## src/rtl/blink_seq_ctrl.sv

```systemverilog
// LED pattern sequencer: four-entry pattern/duration table stepped on a
// prescaled timebase, with one-shot or looping playback.
module blink_seq_ctrl #(
    parameter int PRESCALE = 256
) (
    input  logic        clk,
    input  logic        reset,
    input  logic        wr_en,
    input  logic [1:0]  wr_addr,
    input  logic [15:0] wr_data,
    input  logic        start,
    input  logic        stop,
    input  logic [1:0]  last_step,
    input  logic        loop,
    output logic [7:0]  led,
    output logic        busy,
    output logic        done,
    output logic [1:0]  step
);

    localparam int PW = (PRESCALE > 2) ? $clog2(PRESCALE) : 1;
    localparam logic [PW-1:0] PMAX = PW'(PRESCALE - 1);

    typedef enum logic {
        IDLE,
        RUN
    } state_t;

    state_t      state;
    logic [15:0] pat_tab [4];
    logic [PW-1:0] pre;
    logic [7:0]  dur;
    logic [1:0]  last_q;
    logic        loop_q;
    logic        tick;
    logic [1:0]  step_nxt;

    assign tick     = (state == RUN) && (pre == PMAX);
    assign step_nxt = step + 2'd1;

    // Loads below read the pre-edge table, so a same-edge write lands next time.
    always_ff @(posedge clk) begin
        if (reset) begin
            for (int i = 0; i < 4; i++) pat_tab[i] <= '0;
        end else if (wr_en) begin
            pat_tab[wr_addr] <= wr_data;
        end
    end

    always_ff @(posedge clk) begin
        if (reset) begin
            state  <= IDLE;
            led    <= '0;
            busy   <= 1'b0;
            done   <= 1'b0;
            step   <= '0;
            pre    <= '0;
            dur    <= '0;
            last_q <= '0;
            loop_q <= 1'b0;
        end else begin
            done <= 1'b0;
            unique case (state)
                IDLE: begin
                    pre <= '0;
                    if (start) begin
                        state  <= RUN;
                        busy   <= 1'b1;
                        step   <= '0;
                        led    <= pat_tab[0][15:8];
                        dur    <= pat_tab[0][7:0];
                        last_q <= last_step;
                        loop_q <= loop;
                    end
                end
                RUN: begin
                    if (stop) begin
                        state <= IDLE;
                        led   <= '0;
                        busy  <= 1'b0;
                        step  <= '0;
                        pre   <= '0;
                    end else begin
                        pre <= tick ? '0 : pre + 1'b1;
                        if (tick) begin
                            if (dur != 8'd0) begin
                                dur <= dur - 8'd1;
                            end else if (step != last_q) begin
                                step <= step_nxt;
                                led  <= pat_tab[step_nxt][15:8];
                                dur  <= pat_tab[step_nxt][7:0];
                            end else if (loop_q) begin
                                step <= '0;
                                led  <= pat_tab[0][15:8];
                                dur  <= pat_tab[0][7:0];
                            end else begin
                                state <= IDLE;
                                led   <= '0;
                                busy  <= 1'b0;
                                step  <= '0;
                                done  <= 1'b1;
                            end
                        end
                    end
                end
                default: state <= IDLE;
            endcase
        end
    end

endmodule

```

## config.mk

```make
export PLATFORM = sky130hd
export DESIGN_NAME = blink_seq_ctrl
export DESIGN_NICKNAME = d
export VERILOG_FILES = /design/src/rtl/blink_seq_ctrl.sv
export SDC_FILE = /design/constraint.sdc
export NUM_CORES = 1
export LEC_CHECK = 0
export CAP_MARGIN = 20
export CORE_MARGIN = 2
export CORE_UTILIZATION = 50
export CTS_BUF_LIST = sky130_fd_sc_hd__clkbuf_4 sky130_fd_sc_hd__clkbuf_8
export DETAILED_ROUTE_END_ITERATION = 6
export PLACE_DENSITY = 0.73
export SLEW_MARGIN = 30
export SYNTH_ARGS = -nofsm -noshare
export SYNTH_HDL_FRONTEND = slang
export SYNTH_SLANG_ARGS = --single-unit
```

## constraint.sdc

```tcl
create_clock -name clk -period 2.35 [get_ports clk]
set_input_delay 0.3525 -clock clk [delete_from_list [all_inputs] [get_ports clk]]
set_output_delay 0.3525 -clock clk [all_outputs]
set_load 0.03 [all_outputs]
```

==> results of run 1 <==
-- cell families after synthesis --
| group | after synthesis |
|---|---|
| buffers and inverters | 27 |
| adder cells (fa/ha/maj) | 3 |
| flip-flops | 96 |
| AND/OR/NAND/NOR | 182 |
| XOR/XNOR | 11 |
| AO/OA/AOI/OAI | 89 |
| multiplexers | 12 |
-- power by group --
| part | leakage (nW) | internal [W] | switching (W) | total, W |
|---|---|---|---|---|
| clock | 0.0968 | 0.000519 | 0.000571 | 0.00109 |
| combinational | 0.888 | 0.000220 | 0.000280 | 0.000500 |
| sequential | 0.887 | 0.00192 | 0.0000552 | 0.00198 |
| total | 1.87 | 0.00266 | 0.000906 | 0.00357 |
-- flip-flops by register name (all words and copies together), names as in the netlist --
register / cells
pre: 8
done: 1
dur: 8
busy: 1
led: 8
step: 2
pat_tab: 64
state: 1
last_q: 2
loop_q: 1
-- per-layer routing --
layer	up-vias	global-route usage	share of wire	wire, um
met3	20	0.0298	0.045	439
li1	1592	-	-	-
met2	92	0.346	0.47	4640
met1	1585	0.288	0.46	4450
met4	0	0.101	0.025	245
met5	-	0	0	0
-- area by class of cell --
cell class / instances / area, um^2 / area share
sequential: 96 / 2560 / 0.487
inverter: 7 / 26.3 / 0.00500
clock inverter: 5 / 58.8 / 0.0112
tap: 108 / 135 / 0.0257
clock buffer: 11 / 139 / 0.0264
multi-input combinational: 297 / 1810 / 0.343
timing repair buffer: 57 / 533 / 0.101
-- cell usage after synthesis (2+ instances only) --
cell type	number	area share
nand3_1	7	0.0078
nor3_1	13	0.015
a31oi_1	4	0.0056
a21boi_0	2	0.0034
xor2_1	6	0.012
a211oi_1	14	0.023
clkbuf_1	16	0.013
a2bb2oi_1	2	0.0039
and2_1	65	0.091
buf_2	2	0.0022
nand2b_1	3	0.0042
mux2i_1	12	0.027
dfxtp_1	32	0.14
or2_2	4	0.0056
ha_1	3	0.0084
a221oi_1	3	0.0059
nor2_1	51	0.043
or4_1	2	0.0034
nand2_1	22	0.018
o21ai_0	14	0.016
edfxtp_1	64	0.43
a31o_2	3	0.0059
a21oi_1	26	0.029
a22o_1	2	0.0039
or3_1	2	0.0028
xnor2_1	5	0.0098
a221o_1	3	0.0067
and3_1	2	0.0028
nor2b_1	9	0.013
a22oi_1	4	0.0067
inv_1	6	0.0050
-- per-stage QoR --
| stage | setup WS [ns] | std cells | TNS [ns] |
|---|---|---|---|
| 6_report | 0.117 | 581 | 0 |
| 5_1_grt | -0.00571 | 581 | -0.00996 |
| 4_1_cts | 0.0829 | 581 | 0 |
| 3_5_place_dp | 0.0875 | 565 | 0 |
| 3_3_place_gp | 0.181 | 565 | 0 |
| 2_1_floorplan | 0.131 | 420 | 0 |
-- worst max-delay path, stage by stage, from the launching register on --
cell and delay, ns:
dfxtp_1 0.33, inv_1 0.09, ha_1 0.14, or4b_4 0.49, or2_4 0.26, o31ai_4 0.20, o21ai_2 0.10, buf_4 0.18
a211oi_1 0.24, nor3_1 0.09
-- repair_timing --
action                     in CTS  in global routing
setup endpoints to repair       0                  8
resized for setup               0                  3
buffers inserted                0                  0
-- how the worst min path moves through the flow --
stage                start     end  slack (ns)  cells past startpoint
floorplan           pre[0]  pre[0]        0.42                      1
finish              pre[0]  pre[0]        0.46                      1
global route        loop_q  loop_q        0.49                      2
detailed placement  loop_q  loop_q        0.45                      2
global placement    pre[0]  pre[0]        0.43                      1
CTS                 loop_q  loop_q        0.47                      2
==> flow_summary.toml, run 1 <==
[timing]
maxSlewViolCount = 0
setup_viol = 0
min_period_ns = 2.23
fin_skew_ns = 0.0125
hold_ws_ns = 0.460
max_slew_margin = 0.612
worst_pin_slew_ns = 0.583
fmax_ghz = 0.448
rsz0062_at_grt = "yes"
hold_violations = 0
fin_crit_sh = 0.950

[cells_and_area]
antenna_cells = 0
drive_gt1_frac = 0.106
utilization = 0.603
postLayoutCellArea_um2 = 5260
nFillCells = 706
area_growth_pct = 17.5
layout_common_cells = "and2_1 (65), edfxtp_1 (64), nor2_1 (51), clkdlybuf4s50_1 (37), dfxtp_1 (32)"
nets = 497
layout_commonest_cell = "and2_1"

[worst_setup_path]
cp_max_fo = 10
crit_arrival_ns = 2.47
reg2reg_slack_ns = 0.12
r2r_cells = 9
critPathKind = "register to register"
startpoint = "dur[1]"
worstReg2RegEnd = "led[4]"
endpoint_kind = "register"
startpoint_type = "register"
r2r_start = "dur[1]"
critPathCapture = "led[4]"
crit_required_ns = 2.58

[synthesis]
synth_area_per_cell_um2 = 10.7
syn_nets = 449
synth_compound_area_frac = 0.136
yosysSeqAreaShare = 0.573
synth_fa_ha_area_frac = 0.00839
synth_flop_cell = "edfxtp_1"
async_reset_ff_frac = 0
synth_warnings = 0
synthXorXnorAreaFrac = 0.0215
synth_area_um2 = 4480
synth_edf_count = 64
ys_types = 48
yosys.area_share.simple = 0.210
synth-seq-cells = 96
synth_top_family_by_area = "simple AND/OR/NAND/NOR gates"
synth.mux.area_fraction = 0.0268
synth_cells = 420

[clock_network]
cts_tree = "built"
numCtsBuffers = 9
root_buffer = "clkbuf_8"
htreeDepth = 3
clk_pin_slew_worst_paths_ns = 0.09
numClockSinks = 96
hold_buffers = 0
clockBufferDepth = 2
insertion_delay_ns = 0.36

[power_and_ir_drop]
peakVddDrop_v = 0.000352
p_leak_nw = 1.87
powerDensity_nw_per_um2 = 678
power_w = 0.00357

[drt]
wirelength_um = 9780
vias = 3289
wl_per_cell_um = 16.8
drtAntennaViolNets = 0
drt_iter0_drc = 189
route.detailed.drc = 0
routed_via_density = 5.66
drt_first_pass_iters = 4

[placed_design]
numPortBuffers = 37
placed_area_um2 = 5060
gp_congestion = 0.904
post-dp-hpwl_um = 6950

[global_routing]
grt_pass1_wl_um = 16400
grt_pass1_vias = 3277
overflow = 0
grt_max_degree = 24
track_usage = 0.214
antenna_found_initial = 0

[die]
start_util = 0.513
die_h_um = 98.6
rows = 34
die_x_um = 98.6
fp.dieArea_um2 = 9720
core_area_um2 = 8720
ios = 38

[hold_path]
hp-class = "register to register"

[flow_run]
max-cap-violations = 0

[outcome]
outcome = "complete, no violations"
No activity file was read; power rests on OpenSTA's default activity.
==> run 2, diff against run 1 <==
Settings changed: SKIP_CTS_REPAIR_TIMING set to 1.
==> results of run 2 <==
No change in the layout: final DEF, timing and power equal those of run 1.
==> run 3, diff against run 2 <==
Settings changed: CORE_MARGIN 2 to not set, CORE_UTILIZATION 50 to 54, PLACE_DENSITY 0.73 to 0.78.
==> run 3 against run 2 <==
  * Non-clock buffer count down 2
  * Total power down 2.2%
  * Critical path depth down 7
  * Clock power down 7%
==> flow_summary.toml, run 3 (synthesis results as in run 1) <==
[outcome]
outcome = "complete, no violations"

[drt]
routed_via_density = 5.67
wl_per_cell_um = 16.5
drt_iter0_drc = 246
wirelength_um = 9450
drtAntennaViolNets = 0
route.detailed.drc = 0
vias = 3251
drt_first_pass_iters = 5

[die]
start_util = 0.567
die_h_um = 93.0
rows = 32
fp.dieArea_um2 = 8660
ios = 38
die_x_um = 93.0
core_area_um2 = 7890

[hold_path]
holdPathEnd = "pre[0]"
hp-class = "register to register"
min_path_cells = 1
hp-start = "pre[0]"

[timing]
hold_ws_ns = 0.457
fin_skew_ns = 0.0110
fin_crit_sh = 0.970
fmax_ghz = 0.439
rsz0062_at_grt = "no"
finalSetupTns_ns = 0
hold_violations = 0
setup_viol = 0
maxSlewViolCount = 0
worst_pin_slew_ns = 0.544
min_period_ns = 2.28
max_slew_margin = 0.634

[cells_and_area]
largest_register = "pat_tab"
layout_common_cells = "and2_1 (65), edfxtp_1 (64), nor2_1 (51), clkdlybuf4s50_1 (37), dfxtp_1 (32)"
drive_gt1_frac = 0.104
area_growth_pct = 16.6
largest_reg_flops = 64
layout_commonest_cell = "and2_1"
antenna_cells = 0
nets = 495

[clock_network]
root_buffer = "clkbuf_8"
insertion_delay_ns = 0.36
numCtsBuffers = 9
cts_tree = "built"
clk_pin_slew_worst_paths_ns = 0.09
numClockSinks = 96
clockBufferDepth = 2
htreeDepth = 3

[power_and_ir_drop]
intPower_w = 0.00256
powerDensity_nw_per_um2 = 668
p_leak_nw = 1.85
peakVddDrop_v = 0.000294
switching_share = 0.266
p_clk_frac = 0.289
switchingPower_w = 0.000926
comb_power_share = 0.144
seqPwrFrac = 0.567

[flow_run]
max-cap-violations = 0

[global_routing]
grt_pass1_wl_um = 15300
grt_pass1_vias = 3112
overflow = 0
antenna_found_initial = 0
grt_max_degree = 30
track_usage = 0.232

[placed_design]
post-dp-hpwl_um = 6660
gp_congestion = 0.904
numPortBuffers = 37

[worst_setup_path]
critPathKind = "register to output port"
crit_chain = "buf_6 -> clkdlybuf4s50_1"
crit_required_ns = 2.00
worstReg2RegEnd = "led[2]"
critical-path-top-delay-family = "buffers and inverters"
startpoint_type = "register"
reg2reg_slack_ns = 0.12
r2r_cells = 9
worst-path-buf-inv = 2
cp_slowest_cell = "clkdlybuf4s50_1"
r2r_start = "dur[0]"
cpPeakStageDelay_ns = 0.71
crit_arrival_ns = 1.93
endpoint_kind = "output port"
cp_max_fo = 20
==> run 3: cell count changes in the layout (fill, tap and decap cells not counted), sizes merged <==
cell / change
clkinv: -1
inv: +2
bufinv: -1
buf: -2
==> run 3: routing by layer <==
metal / wire length (um) / vias to the layer above / share of wire / GRT usage
li1: - / 1584 / - / -
met1: 4310 / 1540 / 0.46 / 0.316
met2: 4480 / 108 / 0.47 / 0.378
met3: 454 / 19 / 0.048 / 0.0309
met4: 202 / 0 / 0.021 / 0.0949
met5: 0 / - / 0 / 0
==> run 3: area by class of cell <==
cell class,count,area (um^2)
flip-flops and latches,96,2560
repair buffers,55,509
clock inverters,5,41.3
inverters,7,26.3
fillers,596,2670
multi-input cells,297,1810
clock buffers,11,139
well taps,102,128
==> run 3: worst reg2reg max path: stages (launching register included) <==
cell	delay (ns)
dfxtp_1	0.33
inv_2	0.08
ha_1	0.14
or4b_4	0.49
or2_4	0.27
o31ai_4	0.20
o21ai_2	0.08
buf_4	0.18
a211oi_1	0.24
nor3_1	0.08
==> run 3: worst max path at each step <==
stage	startpoint	endpoint	slack, ns	cells past startpoint
3_5_place_dp	dur[0]	led[3]	0.11	9
5_1_grt	step[0]	step[0]	0.002	2
3_3_place_gp	dur[0]	step[1]	0.19	8
2_1_floorplan	dur[0]	led[0]	0.13	10
6_report	step[0]	step[0]	0.07	2
4_1_cts	step[0]	step[0]	-0.03	2
==> run 3: power by group through the flow <==
stage / clock network [W] / logic, W / registers, W
finish: 0.00101 / 0.000503 / 0.00197
global route: 0.00108 / 0.000547 / 0.00199
CTS: 0.00102 / 0.000493 / 0.00197
detailed placement: 0 / 0.000491 / 0.00201
global placement: 0 / 0.000478 / 0.00201
floorplan: 0 / 0.000284 / 0.00203
==> run 3: per-stage QoR <==
| step | instance area, um^2 | cells | utilization | setup slack (ns) | total power [W] |
|---|---|---|---|---|---|
| 2_1_floorplan | 4480 | 420 | - | 0.131 | 0.00231 |
| 3_3_place_gp | 5020 | 557 | 0.637 | 0.195 | 0.00249 |
| 3_5_place_dp | 5020 | 557 | 0.637 | 0.107 | 0.00250 |
| 4_1_cts | 5200 | 573 | 0.660 | -0.0331 | 0.00349 |
| 5_1_grt | 5220 | 573 | 0.661 | 0.00237 | 0.00362 |
| 6_report | 5220 | 573 | 0.661 | 0.0701 | 0.00349 |
